### src/rtl/rxuart_fifo.sv
// UART receive FWFT FIFO: a byte written at edge N is on o_data after edge N; a pop advances the head on the next edge.
// No backpressure toward the receiver: writes to a full FIFO without a same-cycle pop are dropped and flagged; optional idle timeout via RXUART_FIFO_TIMEOUT_EN.
module rxuart_fifo #(
   parameter int                      LGFLEN         = 4,
   parameter int                      TIMEOUT_BITS   = 14,
   parameter logic [TIMEOUT_BITS-1:0] TIMEOUT_CLOCKS = 14'd8680
) (
   input  logic              i_clk,
   input  logic              i_reset,
   input  logic              i_wr,
   input  logic [7:0]        i_data,
   output logic              o_valid,
   output logic [7:0]        o_data,
   input  logic              i_ready,
   output logic [LGFLEN:0]   o_fill,
   output logic              o_half_full,
   output logic              o_overflow,
   input  logic              i_clear_overflow,
   output logic              o_timeout
);

   localparam int              DEPTH     = 1 << LGFLEN;
   localparam logic [LGFLEN:0] FULL_FILL = (LGFLEN+1)'(DEPTH);
   localparam logic [LGFLEN:0] HALF_FILL = (LGFLEN+1)'(DEPTH / 2);

   logic [7:0]        mem [DEPTH];
   logic [LGFLEN-1:0] wr_ptr;
   logic [LGFLEN-1:0] rd_ptr;
   logic [LGFLEN:0]   fill;
   logic              overflow;

   logic pop;
   logic wr_en;
   logic ovf_set;

   // A same-cycle pop frees the slot, so a full FIFO still accepts a write.
   assign pop     = o_valid && i_ready;
   assign wr_en   = i_wr && ((fill != FULL_FILL) || pop);
   assign ovf_set = i_wr && (fill == FULL_FILL) && !pop;

   always_ff @(posedge i_clk or posedge i_reset) begin
      if (i_reset) begin
         for (int i = 0; i < DEPTH; i++) begin
            mem[i] <= 8'h00;
         end
         wr_ptr <= '0;
         rd_ptr <= '0;
      end else begin
         if (wr_en) begin
            mem[wr_ptr] <= i_data;
            wr_ptr      <= wr_ptr + 1'b1;
         end
         if (pop) begin
            rd_ptr <= rd_ptr + 1'b1;
         end
      end
   end

   always_ff @(posedge i_clk or posedge i_reset) begin
      if (i_reset) begin
         fill <= '0;
      end else begin
         case ({wr_en, pop})
            2'b10:   fill <= fill + 1'b1;
            2'b01:   fill <= fill - 1'b1;
            default: fill <= fill;
         endcase
      end
   end

   // A drop in the same cycle as a clear request keeps the flag set.
   always_ff @(posedge i_clk or posedge i_reset) begin
      if (i_reset) begin
         overflow <= 1'b0;
      end else if (ovf_set) begin
         overflow <= 1'b1;
      end else if (i_clear_overflow) begin
         overflow <= 1'b0;
      end
   end

   assign o_valid     = (fill != '0);
   assign o_data      = mem[rd_ptr];
   assign o_fill      = fill;
   assign o_half_full = (fill >= HALF_FILL);
   assign o_overflow  = overflow;

`ifdef RXUART_FIFO_TIMEOUT_EN
   localparam logic [TIMEOUT_BITS-1:0] TO_LOAD = TIMEOUT_CLOCKS - 1'b1;

   logic [TIMEOUT_BITS-1:0] to_cnt;
   logic                    to_flag;
   logic                    activity;

   assign activity = wr_en || pop;

   // Counter hits zero TIMEOUT_CLOCKS-1 edges after activity; the flag registers one edge later.
   always_ff @(posedge i_clk or posedge i_reset) begin
      if (i_reset) begin
         to_cnt  <= TO_LOAD;
         to_flag <= 1'b0;
      end else begin
         if (activity || (fill == '0)) begin
            to_cnt <= TO_LOAD;
         end else if (to_cnt != '0) begin
            to_cnt <= to_cnt - 1'b1;
         end
         to_flag <= !activity && (to_cnt == '0) && (fill != '0);
      end
   end

   assign o_timeout = to_flag;
`else
   assign o_timeout = 1'b0;
`endif

endmodule

### config.mk
export PLATFORM = sky130hd
export DESIGN_NAME = rxuart_fifo
export DESIGN_NICKNAME = d
export VERILOG_FILES = /design/src/rtl/rxuart_fifo.sv
export SDC_FILE = /design/constraint.sdc
export NUM_CORES = 1
export LEC_CHECK = 0
export BUFFER_PORTS_ARGS = -buffer_cell sky130_fd_sc_hd__buf_2
export CAP_MARGIN = 20
export CORE_MARGIN = 2
export CORE_UTILIZATION = 50
export CTS_CLUSTER_SIZE = 25
export DETAILED_ROUTE_END_ITERATION = 10
export PLACE_DENSITY = 0.68
export SLEW_MARGIN = 20
export SYNTH_ARGS = -nofsm -noshare
export SYNTH_HDL_FRONTEND = slang
export SYNTH_SLANG_ARGS = --single-unit
export TNS_END_PERCENT = 20
### constraint.sdc
create_clock -name i_clk -period 4.4 [get_ports i_clk]
set_input_delay 0.66 -clock i_clk [delete_from_list [all_inputs] [get_ports i_clk]]
set_output_delay 0.66 -clock i_clk [all_outputs]
set_load 0.02 [all_outputs]
==> reports/qor.txt <==
Number of synthesized register bits = 142
Root buf cell = clkbuf_16
DRT Wirelength = 13.7 mm
# Post-CTS Setup Buffers = 0
Crit-path max cell delay = 0.74 ns
Yosys top cell area share = 53.1%
Total global routing overflow = 0
Crit path DAT = 3.55 ns
First-pass detailed-route iteration total = 5
Gr usage total = 21.2%
Setup TNS = 0 ns
# placed instances = 628
Mapped Area = 0.00669 mm^2
Max Freq = 0.307 GHz
Drt via density = 5.71
Antenna Cells = 0
Post-CTS Hold Fix Bufs = 0
H-tree levels = 4
Die width = 120 um
Final setup fails = 0
Average size of a mapped cell = 14.9 um^2
CTS clock-pin slew for the worst setup and hold paths = 0.06 ns
Die Ht = 120 um
P&R area growth vs syn = 13.0%
Final Cycle Share = 74.0%
Syn nets = 470
Core Rows = 42
Violation count after the first detailed-routing iteration = 277
Crit Path Max Fanout = 10
Post-route cell area = 0.00756 mm^2
Worst-path cell chain = or4_1, o21ai_1, ha_1, xor2_1, ha_1, or4_1, o22ai_1, a31oi_1, xnor2_1
Final hold violation count = 0
Num CTS Buffers = 17
Clk_skew = 0.00800 ns
Pleak = 0.00324 uW
VDD IR max = 310 uV
Outcome = complete, no violations
Die area = 0.0143 mm^2
Yosys cell types = 39
Initial Utilization = 50.9%
Multi-input combinational cell area = 0.00300 mm^2
Detail Route Antenna Nets = 0
Synth Instances = 448
IO Port Bufs = 28
Min-Delay Path Class = in2async
DRC errors left = 0
Seq/Total Area, Yosys = 53.1%
FF-to-FF path depth = 9
RSZ-0062 raised after global routing = no
Dominant cell type by area after synthesis = dfrtp_1
Total power = 6060 uW
Deepest clock path buffer count = 2
WL/cell = 20.8 um
Critical Path Slowest Stage Cell = or4_1
Min Tclk post-route = 3.26 ns
Skew-Pair Late Insertion Delay = 0.41 ns
Largest net degree at the start of global routing = 143
Initial antenna violation count = 0
Share of cells above drive strength 1 = 47.8%
CTS resizes = 0
Synth area leaders = dfrtp_1, mux2_2, mux4_2
Critical path data required time = 4.70 ns
Worst setup SP type = flip-flop
Nets = 493
Via count = 3761
Core footprint = 0.0131 mm^2
Setup crit end kind = flip-flop
Rel. slew slack = 32.1%
Register area = 0.00355 mm^2
Fillers = 1061
Detail Placement HPWL = 8.64 mm
Vias in the first global route = 4182
Syn. warnings = 0
Setup CP Type = reg2reg
Fin. max-slew vios = 0
Power Dens Cells = 801 mW/mm^2
Most used flip-flop cell after synthesis = dfrtp_1
Worst-margin pin slew = 1.02 ns
First-pass GRT wire length = 22.8 mm
Async set-reset flop share out of synthesis = 100%
Gp weighted congestion = 0.793
Hold_ws = 0.405 ns
Post-synth EDFFs = 0
Max Cap Viol = 0
CTS tree = built
Cell area after placement = 0.00698 mm^2
Final non-filler cell total = 659
Sink Count = 142
# IOs = 30
==> state kept, by name, summed over array words and instances (netlist names) <==
signal      cells
rd_ptr          4
o_overflow      1
wr_ptr          4
o_fill          5
mem           128
==> worst max-delay path, delay by kind of cell, from the launching register on <==
kind / cells / cell delay [ns]
flops: 1 / 0.46
compound gates: 3 / 0.59
simple gates: 2 / 1.14
fa+ha+maj: 2 / 0.70
xor+xnor: 2 / 0.25
==> through the flow <==
| step | setup slack (ns) | utilization (%) |
|---|---|---|
| after floorplan | 1.19 | - |
| after global placement | 1.23 | 53.2 |
| after detailed placement | 1.15 | 53.2 |
| after CTS | 1.15 | 57.6 |
| after global routing | 0.885 | 57.6 |
| final | 1.14 | 57.6 |
==> power by group <==
| group | total [uW] | switching (uW) | internal [uW] | leakage (uW) |
|---|---|---|---|---|
| Combinational | 2340 | 1080 | 1260 | 0.00121 |
| Sequential | 2320 | 382 | 1940 | 0.00174 |
| Clock | 1400 | 510 | 889 | 0.000283 |
| Total | 6060 | 1970 | 4090 | 0.00324 |
==> per-layer routing <==
layer	GRT usage [%]	vias to the layer above	share of wire, %
met3	5.09	5	2.8
met5	0	-	0
li1	-	1687	-
met1	28.7	2021	46
met4	4.85	0	0.48
met2	35.0	48	51
==> cell families after synthesis <==
group	share of synthesized area [%]
multiplexers	33.1
flip-flops	53.1
AND/OR/NAND/NOR	4.69
adder cells (fa/ha/maj)	1.68
AO/OA/AOI/OAI	3.82
buffers and inverters	2.06
XOR/XNOR	1.44
other	0.0561
==> area by class of cell <==
class / count / area share, %
flip-flops and latches: 142 / 47.0
inverters: 4 / 0.248
repair buffers: 33 / 2.52
clock inverters: 6 / 1.09
clock buffers: 25 / 6.55
well taps: 176 / 2.91
multi-input cells: 273 / 39.7
==> synthesized netlist by cell type (2+ instances only) <==
master / number
xor2_1: 5
inv_1: 4
clkbuf_1: 19
buf_4: 2
o21ai_0: 2
mux2_4: 3
nand3_1: 3
nand2_1: 14
mux2_2: 121
nand2b_1: 7
nor2b_1: 2
ha_1: 9
a22oi_1: 16
buf_1: 3
o211ai_2: 3
nand4_1: 2
nor2_4: 3
dfrtp_1: 142
xnor2_1: 6
a21oi_1: 2
nor2_1: 15
mux4_2: 32
buf_2: 5
o22ai_1: 2
mux2_1: 7
nor3_2: 3
a21o_1: 2
or2_2: 2
or4_1: 2
==> final timing paths <==
| path | startpoint | endpoint | slack [ns] |
|---|---|---|---|
| max | o_fill[1] | o_fill[4] | 1.14 |
| min | i_reset | o_fill[2] | 0.40 |
| max reg2reg | o_fill[1] | o_fill[4] | 1.14 |
| min reg2reg | mem[15] | mem[15] | 0.48 |
| max in group asynchronous | i_reset | mem[86] | 3.34 |
| min in group i_clk | i_clear_overflow | o_overflow | 0.44 |
==> layout by cell type (no fill, tap or decap), drive strengths merged, types with 5 or more instances in the layout <==
master / netlist / final
nand2: 14 / 14
buf: 10 / 33
nand2b: 7 / 7
dfrtp: 142 / 142
xor2: 5 / 5
xnor2: 6 / 6
mux2: 131 / 131
ha: 9 / 9
mux4: 32 / 32
nor2: 18 / 18
clkbuf: 19 / 25
a22oi: 16 / 16
Note: power is estimated with default switching activity, not from simulation.
